**src/rtl/aes_key_loader.sv**
```systemverilog
// AES key loader: assembles 4/6/8 key words (most significant word first) into a
// 256-bit key, holds it for the round-key generator and tracks the round index.
module aes_key_loader #(
    parameter bit ZEROIZE = 1'b1
) (
    input  logic         clk,
    input  logic         reset_n,
    input  logic [1:0]   cfg_mode,
    input  logic         word_valid,
    input  logic [31:0]  word_data,
    output logic         word_ready,
    input  logic         clear,
    input  logic         key_release,
    input  logic         round_step,
    output logic [255:0] key_in,
    output logic [1:0]   mode,
    output logic         key_valid,
    output logic [3:0]   round,
    output logic         round_last,
    output logic         busy,
    output logic         err_mode,
    output logic [1:0]   dbg_state
);

    typedef enum logic [1:0] {
        S_IDLE = 2'd0,
        S_LOAD = 2'd1,
        S_HOLD = 2'd2
    } state_t;

    state_t         r_state;
    logic [255:0]   r_key;
    logic [1:0]     r_mode;
    logic [3:0]     r_count;
    logic [3:0]     r_round;
    logic           r_ready;
    logic           r_key_valid;
    logic           r_round_last;
    logic           r_busy;
    logic           r_err;

    state_t         w_state_nx;
    logic [255:0]   w_key_nx;
    logic [1:0]     w_mode_nx;
    logic [3:0]     w_count_nx;
    logic [3:0]     w_round_nx;
    logic           w_err_nx;
    logic           w_xfer;
    logic [7:0]     w_base;

    function automatic logic [3:0] f_words(input logic [1:0] m);
        case (m)
            2'b00:   f_words = 4'd4;
            2'b01:   f_words = 4'd6;
            default: f_words = 4'd8;
        endcase
    endfunction

    function automatic logic [3:0] f_nr(input logic [1:0] m);
        case (m)
            2'b00:   f_nr = 4'd10;
            2'b01:   f_nr = 4'd12;
            default: f_nr = 4'd14;
        endcase
    endfunction

    // Handshake: a key word moves on a rising edge where word_valid and word_ready
    // are both high; word_ready drops combinationally while clear is asserted.
    assign word_ready = r_ready & ~clear;
    assign w_xfer     = word_valid & word_ready;
    assign w_base     = 8'd255 - {r_count[2:0], 5'b0_0000};

    always_comb begin
        w_state_nx = r_state;
        w_key_nx   = r_key;
        w_mode_nx  = r_mode;
        w_count_nx = r_count;
        w_round_nx = r_round;
        w_err_nx   = 1'b0;
        if (clear) begin
            w_state_nx = S_IDLE;
            w_mode_nx  = 2'b00;
            w_count_nx = 4'd0;
            w_round_nx = 4'd0;
            if (ZEROIZE) w_key_nx = '0;
        end else begin
            case (r_state)
                S_IDLE: begin
                    if (w_xfer) begin
                        if (cfg_mode == 2'b11) begin
                            w_err_nx = 1'b1;
                        end else begin
                            // Clearing the tail keeps short keys zero-padded even when retained.
                            w_key_nx   = {word_data, 224'd0};
                            w_mode_nx  = cfg_mode;
                            w_count_nx = 4'd1;
                            w_state_nx = S_LOAD;
                        end
                    end
                end
                S_LOAD: begin
                    if (w_xfer) begin
                        w_key_nx[w_base -: 32] = word_data;
                        w_count_nx = r_count + 4'd1;
                        if (r_count == f_words(r_mode) - 4'd1) begin
                            w_state_nx = S_HOLD;
                            w_count_nx = 4'd0;
                            w_round_nx = 4'd0;
                        end
                    end
                end
                S_HOLD: begin
                    if (key_release) begin
                        w_state_nx = S_IDLE;
                        w_round_nx = 4'd0;
                        if (ZEROIZE) w_key_nx = '0;
                    end else if (round_step && (r_round != f_nr(r_mode))) begin
                        w_round_nx = r_round + 4'd1;
                    end
                end
                default: begin
                    w_state_nx = S_IDLE;
                    w_count_nx = 4'd0;
                    w_round_nx = 4'd0;
                end
            endcase
        end
    end

    always_ff @(posedge clk or negedge reset_n) begin
        if (!reset_n) begin
            r_state      <= S_IDLE;
            r_key        <= '0;
            r_mode       <= 2'b00;
            r_count      <= 4'd0;
            r_round      <= 4'd0;
            r_ready      <= 1'b0;
            r_key_valid  <= 1'b0;
            r_round_last <= 1'b0;
            r_busy       <= 1'b0;
            r_err        <= 1'b0;
        end else begin
            r_state      <= w_state_nx;
            r_key        <= w_key_nx;
            r_mode       <= w_mode_nx;
            r_count      <= w_count_nx;
            r_round      <= w_round_nx;
            r_ready      <= (w_state_nx != S_HOLD);
            r_key_valid  <= (w_state_nx == S_HOLD);
            r_round_last <= (w_state_nx == S_HOLD) && (w_round_nx == f_nr(w_mode_nx));
            r_busy       <= (w_state_nx != S_IDLE);
            r_err        <= w_err_nx;
        end
    end

    assign key_in     = r_key;
    assign mode       = r_mode;
    assign key_valid  = r_key_valid;
    assign round      = r_round;
    assign round_last = r_round_last;
    assign busy       = r_busy;
    assign err_mode   = r_err;
    assign dbg_state  = r_state;

endmodule
```
**config.mk**
```make
export PLATFORM = sky130hd
export DESIGN_NAME = aes_key_loader
export DESIGN_NICKNAME = d
export VERILOG_FILES = /design/src/rtl/aes_key_loader.sv
export SDC_FILE = /design/constraint.sdc
export NUM_CORES = 1
export LEC_CHECK = 0
export CELL_PAD_IN_SITES_DETAIL_PLACEMENT = 1
export CELL_PAD_IN_SITES_GLOBAL_PLACEMENT = 1
export CORE_MARGIN = 2
export CORE_UTILIZATION = 40
export CTS_BUF_LIST = sky130_fd_sc_hd__clkbuf_8 sky130_fd_sc_hd__clkbuf_16
export CTS_CLUSTER_SIZE = 12
export DETAILED_ROUTE_END_ITERATION = 7
export PLACE_DENSITY = 0.94
export SLEW_MARGIN = 20
export SYNTH_ARGS = -nofsm -noshare
export SYNTH_HDL_FRONTEND = slang
export SYNTH_SLANG_ARGS = --single-unit
```
**constraint.sdc**
```tcl
create_clock -name clk -period 6.1 [get_ports clk]
set_clock_uncertainty 0.1 [all_clocks]
set_input_delay 0.915 -clock clk [delete_from_list [all_inputs] [get_ports clk]]
set_output_delay 0.915 -clock clk [all_outputs]
set_load 0.005 [all_outputs]
```
==> impl_results.md <==
- Status: finished, final reports clean
- Core footprint: 30600 um^2
- Final std cells w/o fill: 1970
- Global route overflow: 0
- CTS Hold Bufs: 0
- Cts repair resizes: 0
- Final hold vios: 0
- R2r setup slk: 2.11 ns
- R2r startpoint: dbg_state[0]$_DFF_PN0_
- Combinational Power Share: 0.115
- Period utilization: 0.653
- Critical R2R Capture: key_in[15]$_DFFE_PN0P_
- Seq/Total Area, Yosys: 0.549
- # clock sinks: 273
- First-pass GRT wire length: 75.0 mm
- Final worst path period need: 3.99 ns
- Die ar.: 32500 um^2
- Boundary Pins: 309
- Starting Density: 0.407
- Max Freq: 251 MHz
- Via count: 11800
- Die height: 180 um
- Antenna cell count: 0
- Area grow syn2layout: 33.1%
- Leakage: 6.60 nW
- DIE WIDTH: 180 um
- Clock Tree Root: clkbuf_16
- Initial antenna violation count: 0
- Yosys reg bits: 273
- Most frequent cells in the layout: clkdlybuf4s50_1 (306), dfrtp_1 (273), nand2_1 (239), nand3_1 (200), a21oi_1 (197)
- Cell count after synthesis: 1345
- Worst-path maximum fanout: 66
- H-Tree Depth: 1
- Endpoint type of the worst setup path: flip-flop
- Total track usage: 0.293
- TritonCTS clock tree: built
- R2R depth: 10
- Slew Viols, Final: 0
- PD cells: 251 nW/um^2
- Psw: 1.12 mW
- Worst setup SP type: flip-flop
- Routed len/inst: 24.8 um
- RePlAce Congestion: 0.818
- DRT Pass-1 Iters: 5
- Max-Cap Viols: 0
- Commonest non-fill, non-tap cell in the layout: clkdlybuf4s50_1
- Post-synth top flop: dfrtp_1
- Post-Syn Area: 12400 um^2
- Crit path required time: 6.42 ns
- Max-slew headroom: 0.333
- Post-CTS Setup Bufs: 0
- Worst path cell trace: inv_1, ha_1, inv_2, o22ai_2, a31oi_4, buf_4, a31oi_4, buf_4, buf_4, nor2_1
- Final setup vio count: 0
- Internal power: 3.03 mW
- Number of enable flip-flop cells after synthesis: 0
- Clock Power Share: 0.432
- Setup TNS: 0 ns
- Async S/R FF share, synth: 1.00
- # port buffers: 308
- Synth unique cells: 58
- Final WL: 48.9 mm
- Inst Count DP: 1914
- Crit-path most repeated cell: buf_4
- Drc violations: 0
- Synth Warn #: 0
- Clock Tree Buf Depth: 3
- Largest net degree at the start of global routing: 161
- WP data arrival: 4.30 ns
- Worst skew pair latency: 0.55 ns
- Hold Path Class: input pin to async pin
- Worst slew pin tran: 1.00 ns
- Sw Ratio: 0.271
- Ratio of cells with drive above 1 in the final layout: 0.0604
- Routed vias/inst: 5.98
- Critical-path top delay cell: buf_4
- Critical path class: flip-flop to flip-flop
- Share of power burned in registers: 0.453
- Mean Syn Cell Area: 9.25 um^2
- Row count: 64
- Vias in the first global route: 12600
- Worst VDD drop: 0.200 mV
- CP max stage delay: 0.60 ns
- Clk slew on worst S/H paths: 0.06 ns
- Critical path startpoint: dbg_state[0]$_DFF_PN0_
- Post-DP HPWL: 31.3 mm
- First DRT Iteration DRCs: 940
- Number of CTS-inserted buffers: 30
- Final ANT Viol Nets: 0
- Total Nets Final: 1601
- RSZ-0062 raised after global routing: false
- Synthesized net count: 1396
- Fin util: 0.541
worst max-delay path by stage:
| stage | slack [ns] | cells after the start | endpoint |
|---|---|---|---|
| 5_1_grt | 1.87 | 10 | key_in[15]$_DFFE_PN0P_ |
| 3_5_place_dp | 1.85 | 9 | key_in[197]$_DFFE_PN0P_ |
| 3_3_place_gp | 1.99 | 9 | key_in[15]$_DFFE_PN0P_ |
| 2_1_floorplan | 3.63 | 8 | round_last$_DFF_PN0_ |
| 6_report | 2.11 | 10 | key_in[15]$_DFFE_PN0P_ |
| 4_1_cts | 2.16 | 10 | key_in[15]$_DFFE_PN0P_ |
metal layers:
metal	vias to the layer above	global-route usage	wire length, um
li1	5113	-	-
met3	122	0.0622	3650
met2	507	0.500	24000
met4	0	0.114	1920
met1	6036	0.365	19300
met5	-	0	0
final cells by class:
type	count	area [um^2]
flip-flops and latches	273	6830
well taps	396	495
clock inverters	18	118
inverters	10	37.5
multi-input cells	906	4960
clock buffers	38	861
fillers	3392	14000
repair buffers	329	3260
metrics by stage:
| stage | hold WS (ns) | total power, mW | cell area (um^2) | worst slack (ns) |
|---|---|---|---|---|
| 2_1_floorplan | 0.395 | 2.14 | 12400 | 3.63 |
| 6_report | 0.301 | 4.15 | 16600 | 2.11 |
| 5_1_grt | 0.392 | 4.29 | 16600 | 1.87 |
| 3_5_place_dp | 0.397 | 2.38 | 15600 | 1.85 |
| 4_1_cts | 0.365 | 4.17 | 16600 | 2.16 |
| 3_3_place_gp | 0.386 | 2.36 | 15600 | 1.99 |
flip-flops by register name, summed over array words and instances, names as in the netlist:
name,count
key_in,256
mode,2
dbg_state,2
round_last,1
r_ready,1
round,4
busy,1
key_valid,1
err_mode,1
r_count,4
power by group through the flow:
stage	combinational, mW	clock [mW]	sequential [mW]
global placement	0.454	0	1.91
floorplan	0.241	0	1.90
finish	0.478	1.80	1.88
detailed placement	0.470	0	1.91
CTS	0.475	1.82	1.88
global route	0.511	1.89	1.88
synthesized netlist by cell type (4+ instances only):
master | n | area share
dfrtp_1 | 273 | 0.55
and2_1 | 4 | 0.0020
a22o_1 | 33 | 0.023
nor2b_1 | 6 | 0.0030
nand2_1 | 239 | 0.072
ha_1 | 11 | 0.011
nor2_1 | 51 | 0.015
buf_4 | 12 | 0.0072
buf_1 | 7 | 0.0021
inv_1 | 7 | 0.0021
a21oi_1 | 198 | 0.080
o31ai_1 | 37 | 0.022
nand3_1 | 202 | 0.081
buf_2 | 51 | 0.021
and3_1 | 7 | 0.0035
clkbuf_1 | 86 | 0.026
a22oi_1 | 65 | 0.039
o21ai_0 | 7 | 0.0028
cell families (layout without fill, tap and decap cells):
kind of cell,Yosys count,in the layout,share of synthesized area
xor gates and xnor gates,1,1,0.000704
and+or+nand+nor,527,527,0.192
buffers and inverters,166,395,0.0588
muxes,1,1,0.000805
AOI/OAI and AO/OA,366,366,0.188
adders and majority gates,11,11,0.0111
DFF,273,273,0.549
critical path: cells and delay by family (launching register included):
family                     cells  cell delay [ns]
AOI/OAI and AO/OA              3             0.72
adders and majority gates      1             0.39
buffers and inverters          5             1.98
DFF                            1             0.45
and+or+nand+nor                1             0.14
Note: power is estimated with default switching activity, not from simulation.
==> RTL edit (same flow settings) <==
The output `err_mode` loses its register stage (`r_err` becomes a continuous assignment).
--- a/src/rtl/aes_key_loader.sv
+++ b/src/rtl/aes_key_loader.sv
@@ -139,5 +139,4 @@
             r_round_last <= 1'b0;
             r_busy       <= 1'b0;
-            r_err        <= 1'b0;
         end else begin
             r_state      <= w_state_nx;
@@ -150,7 +149,8 @@
             r_round_last <= (w_state_nx == S_HOLD) && (w_round_nx == f_nr(w_mode_nx));
             r_busy       <= (w_state_nx != S_IDLE);
-            r_err        <= w_err_nx;
         end
     end
+
+    assign r_err = w_err_nx;
 
     assign key_in     = r_key;
Function: not settled (the Yosys comparison gave no result); the edit may change what the design does.
==> RTL edit against the original RTL <==
- power increased by 0.54%
- setup slack got worse by 0.39 ns
- sequential cell count decreased by 1
- routed wire length increased by 0.37%
- combinational power decreased by 1%
- worst hold slack got worse by 0.019 ns
- synthesized area decreased by 0.20%
- cell area about the same
- critical endpoint is now key_in[151]
- largest power group unchanged
==> RTL edit: results <==
export IMPL_first_global_vias=12600
export IMPL_synth_yosys_seq_area_share_pct=54.8
export IMPL_nonClkBufAreaFrac_pct=19.7
export IMPL_peakVddDrop_mv=0.191
export IMPL_firstDrtPassIters=6
export IMPL_routed_wl_mm=49.1
export IMPL_place_area_sq_um=15500
export IMPL_status="completed"
export IMPL_combinationalPower_uw=473
export IMPL_muxShareOfSynthArea_pct=0.0806
export IMPL_synth_area_leaders="dfrtp_1, nand3_1, a21oi_1"
export IMPL_path_max_fanout=224
export IMPL_seqPwrFrac_pct=44.9
export IMPL_syn2layout_area_growth_pct=33.2
export IMPL_synth_seq_cells=272
export IMPL_grt_pass1_wl_mm=76.5
export IMPL_worst_r2r_endpoint="key_in[151]"
export IMPL_hold_slack_ns=0.282
export IMPL_cellPowerDensity_nw_per_um2=252
export IMPL_dp_cells=1911
export IMPL_viasPerCell=6.05
export IMPL_synth_compound_area_share_pct=18.8
export IMPL_ff2ff_path_depth=9
export IMPL_gr_usage_all_layers_pct=29.8
export IMPL_post_place_ws_ns=1.72
export IMPL_drtIter0Drc=1097
export IMPL_intPower_mw=3.07
-- RTL edit: cell types whose count changed after synthesis, sizes merged --
| cell | unedited run | this run |
|---|---|---|
| dfrtp | 273 | 272 |
-- RTL edit: cell families after synthesis --
family                   Yosys count
AO/OA/AOI/OAI                    366
adder cells (fa/ha/maj)           11
multiplexers                       1
buffers and inverters            166
XOR/XNOR                           1
AND/OR/NAND/NOR                  527
flip-flops                       272
-- RTL edit: worst max-delay path, cell delays in order, from the launching register on --
cell and delay (ns):
dfrtp_1 0.43, inv_1 0.10, ha_1 0.37, inv_2 0.56, o22ai_2 0.23, a31oi_4 0.67
buf_4 0.51, a31oi_4 0.07, buf_12 0.25, a21oi_1 0.49
-- RTL edit: metal layers --
metal | vias to the layer above | GRT usage, % | share of wire (%)
met1 | 6150 | 37.0 | 39
met3 | 109 | 6.71 | 7.6
met5 | - | 0 | 0
met4 | 0 | 11.7 | 3.9
met2 | 519 | 50.5 | 49
li1 | 5102 | - | -
